--- src/rtl/if_fetch_stage.sv ---
// Instruction-fetch stage: owns the fetch PC and keeps at most one
// instruction-memory request in flight. Each accepted response is presented
// to the IF/ID register as instrCode/PC/PC_4 with instr_valid. Responses
// that belong to a path abandoned by an EX-stage redirect are discarded.
module if_fetch_stage #(
  parameter logic [31:0] RESET_PC = 32'h0000_0000
) (
  input  logic        clk,
  input  logic        rst,
  input  logic        stall,
  input  logic        redirect_valid,
  input  logic [31:0] redirect_pc,
  output logic        imem_req,
  output logic [31:0] imem_addr,
  input  logic        imem_ready,
  input  logic        imem_rvalid,
  input  logic [31:0] imem_rdata,
  output logic [31:0] instrCode,
  output logic [31:0] PC,
  output logic [31:0] PC_4,
  output logic        instr_valid
);

  typedef enum logic {
    FETCH = 1'b0,
    WAIT  = 1'b1
  } state_t;

  state_t      state;
  logic [31:0] pc_q;
  logic [31:0] req_pc;
  logic        drop;
  logic        accept;
  logic        take_resp;
  logic [31:0] redirect_target;

  // Request only when the output slot is free or drains this cycle, so a
  // response can always be written; redirect deliberately has no say here.
  assign imem_req        = (state == FETCH) && (!instr_valid || !stall) && !rst;
  assign imem_addr       = pc_q;
  assign accept          = imem_req && imem_ready;
  assign take_resp       = (state == WAIT) && imem_rvalid && !drop && !redirect_valid;
  // Masking keeps the target word aligned while still reading every input bit.
  assign redirect_target = redirect_pc & 32'hFFFF_FFFC;

  // Fetch FSM, PC update, wrong-path drop tracking and output register.
  always_ff @(posedge clk) begin
    // NOTE: non-blocking assignments throughout, so later statements in this
    // block override earlier ones (redirect last = highest priority) and every
    // read sees the value from before the clock edge.
    if (rst) begin
      state       <= FETCH;
      pc_q        <= RESET_PC;
      req_pc      <= 32'h0;
      drop        <= 1'b0;
      instrCode   <= 32'h0;
      PC          <= 32'h0;
      PC_4        <= 32'h0;
      instr_valid <= 1'b0;
    end else begin
      // Downstream consumed the presented instruction.
      if (instr_valid && !stall) begin
        instr_valid <= 1'b0;
      end

      unique case (state)
        FETCH: begin
          if (accept) begin
            req_pc <= pc_q;
            pc_q   <= pc_q + 32'd4;
            state  <= WAIT;
            // The request just accepted is already on the wrong path.
            if (redirect_valid) begin
              drop <= 1'b1;
            end
          end
        end
        WAIT: begin
          if (imem_rvalid) begin
            state <= FETCH;
            if (take_resp) begin
              instrCode   <= imem_rdata;
              PC          <= req_pc;
              PC_4        <= req_pc + 32'd4;
              instr_valid <= 1'b1;
            end else begin
              drop <= 1'b0;
            end
          end else if (redirect_valid) begin
            // Only one request can be outstanding, so one drop flag suffices
            // even if several redirects arrive before it returns.
            drop <= 1'b1;
          end
        end
        default: state <= FETCH;
      endcase

      // Redirect overrides both the sequential PC and any live output.
      if (redirect_valid) begin
        pc_q        <= redirect_target;
        instr_valid <= 1'b0;
      end
    end
  end

endmodule

--- config.mk ---
export PLATFORM = sky130hd
export DESIGN_NAME = if_fetch_stage
export DESIGN_NICKNAME = d
export VERILOG_FILES = /design/src/rtl/if_fetch_stage.sv
export SDC_FILE = /design/constraint.sdc
export NUM_CORES = 1
export LEC_CHECK = 0
export CAP_MARGIN = 20
export CORE_ASPECT_RATIO = 1.2
export CORE_UTILIZATION = 45
export DETAILED_ROUTE_END_ITERATION = 10
export PLACE_DENSITY = 0.82
export SYNTH_ARGS = -nofsm -noshare
export SYNTH_HDL_FRONTEND = slang
export SYNTH_SLANG_ARGS = --single-unit
--- constraint.sdc ---
create_clock -name clk -period 3.7 [get_ports clk]
set_clock_uncertainty 0.2 [all_clocks]
set_input_delay 0.37 -clock clk [delete_from_list [all_inputs] [get_ports clk]]
set_output_delay 0.37 -clock clk [all_outputs]
set_load 0.03 [all_outputs]
==> results.ini <==
[synth]
ys_seq_elements=155
synth_flop_cell=dfxtp_1
synthArstFlopShare=0
synth.avg_cell_area_um2=7.99
syn_area_um2=6530
synth_edf_count=0
ys_warn_count=0
yosysSeqAreaShare=0.475
synthesis.instances=817
ys_types=46

[drt]
drt_wl_total_um=16900
num_vias=6102
drc=12
viasPerCell=5.26
wl_per_cell_um=14.6
ant_nets=0
drtIter0Drc=411
dr.pass1.iters=8

[power]
p_leak_nw=3.03
irDropWorstVdd_v=0.000266
power.total_mw=4.02
power_density_nw_per_um2=441

[worst_hold_path]
hp-class=input pin to register

[final_layout]
fin_nets=1049
fin_cells=1161
layout-drive-gt1-share=0.0495
syn_to_final_growth_pct=39.6
insertedDiodeCount=0

[grt]
grt_start_max_net_pins=119
grt_antenna_before_repair=0
grtUsageMet1=0.294
grt_util_met3=0.0493
grt_pass1_wl_um=27700
use_met2=0.384
grt-busiest-layer=met2
grt_usage=0.231
grt-ovfl-total=0
grt_pass1_vias=5478

[clock_network]
clk_latency_ps=410
clock_sinks=155
clk_pin_slew_worst_paths_ps=70
cts-root-buf=clkbuf_16
cts_tree=yes
cts_buffers=17
hold_buffers=0
post_cts_buffers=0
htreeDepth=4
post_cts_resized=0
clock_path_buffers=2

[timing]
setup-tns-final_ps=0
post-route-period-util=0.703
worst_pin_slew_ps=811
holdWs_ps=108
min_period_ps=2600
hold_viol_final=0
slew_violations=0
fmax_mhz=385
max_slew_margin=0.454
finalWorstSetupSlack_ps=1100
setup_viol=0
rsz0062_at_grt=no

[place]
portBuffers=191
place_inst=1128
dp_hpwl_um=11900
routabilityCongestion=0.775
dp_slack_ps=687

[worst_setup_path]
cp_slowest_stage_delay_ps=710
crit_fanout=10
path_class=input pin to output port
cp_slowest_cell=clkdlybuf4s50_1
crit_chain=clkdlybuf4s50_1 -> a211o_1 -> clkinv_1 -> clkdlybuf4s50_1
endpoint_kind=output port
startpoint_type=input pin
cp_data_required_time_ps=3130
cp_common_cell=clkdlybuf4s50_1
cp_top_family=buffers and inverters
crit_buf_inv=3
arrival_ps=2030

[die]
die_area_um2=15000
start_util=0.466
core_area_um2=14000
die_w_um=112
io_pins=200
dieHeight_um=134
fp-row-count=47

[run_status]
violations=design-rule violations
status=complete, but fails checks

[flow_run]
max_cap_viol_count=0

## worst paths after layout
path	startpoint	end	slack, ps	depth (start not counted)
worst min-delay path	rst	imem_addr[6]	110	2
worst max-delay path	stall	imem_req	1100	4
worst max register to register	req_pc[2]	PC_4[20]	1240	6
worst min register to register	instrCode[21]	instrCode[21]	250	2
## per-layer routing
layer	up-vias	part of all wire
met3	29	0.055
met2	200	0.48
met5	-	0
li1	3102	-
met1	2771	0.44
met4	0	0.023
## report_power, final
| part | switching (mW) | internal, mW |
|---|---|---|
| combinational | 0.209 | 0.178 |
| clock | 0.699 | 1.16 |
| sequential | 0.0619 | 1.72 |
## cells by family after synthesis
kind of cell             after synthesis  share of synthesized area
adder cells (fa/ha/maj)                2                    0.00383
AND/OR/NAND/NOR                      368                      0.250
other                                  1                   0.000575
multiplexers                           2                    0.00326
buffers and inverters                 72                     0.0493
AO/OA/AOI/OAI                        167                      0.151
XOR/XNOR                              50                     0.0671
flip-flops                           155                      0.475
## layout by cell type, fill, tap and decap left out, types with 4 or more instances in the layout
master / netlist / layout
a211oi_1: 38 / 38
and3_1: 13 / 13
buf_4: 7 / 7
clkbuf_16: 0 / 17
inv_1: 7 / 7
nor3_1: 11 / 10
xor2_1: 25 / 25
clkdlybuf4s50_1: 0 / 190
or3_1: 8 / 7
nor2_1: 54 / 54
a21oi_1: 103 / 103
nor4_1: 8 / 8
nand2_1: 223 / 223
nand4_1: 17 / 17
conb_1: 1 / 6
o21ai_0: 8 / 8
nand3_1: 16 / 16
dfxtp_1: 155 / 155
and2_1: 5 / 5
xnor2_1: 25 / 25
a311oi_1: 7 / 7
bufinv_16: 0 / 4
## sequential cells by signal, summed over array words and instances, names as in the netlist
register and count:
PC 30, PC_4 30, drop 1, imem_addr 30, instrCode 32, instr_valid 1
req_pc 30, state 1
## synthesized netlist by cell type, types with 2 or more instances
master,number,area share
o21ai_0,8,0.0061
dfxtp_1,155,0.48
a311oi_1,7,0.0094
xor2_1,25,0.034
o21bai_1,2,0.0023
buf_4,7,0.0081
o21a_1,2,0.0023
nor3_1,11,0.0084
nand4_1,17,0.016
and4_1,3,0.0040
xnor2_1,25,0.034
or2_2,2,0.0019
nor4_1,8,0.0077
or3_1,8,0.0077
buf_6,2,0.0035
and3_1,13,0.012
nand2_1,223,0.13
nor2_1,54,0.031
inv_1,7,0.0040
a211oi_1,38,0.044
ha_1,2,0.0038
nand3_1,16,0.012
buf_2,4,0.0031
o22ai_1,3,0.0029
and2_1,5,0.0048
a21oi_1,103,0.079
clkbuf_1,48,0.028
## through the flow
stage                      util  area (um^2)
final                     0.651         9110
after CTS                 0.649         9080
after detailed placement  0.604         8450
after global placement    0.604         8450
after floorplan               -         6550
after global routing      0.651         9110
## area by class of cell
class / count / area [um^2]
Fill cell: 1164 / 4880
Tap cell: 171 / 214
Multi-Input combinational cell: 595 / 3130
Sequential cell: 155 / 3100
Clock inverter: 13 / 189
Timing Repair Buffer: 199 / 2000
Inverter: 9 / 33.8
Clock buffer: 19 / 443
No activity file was read; power rests on OpenSTA's default activity.
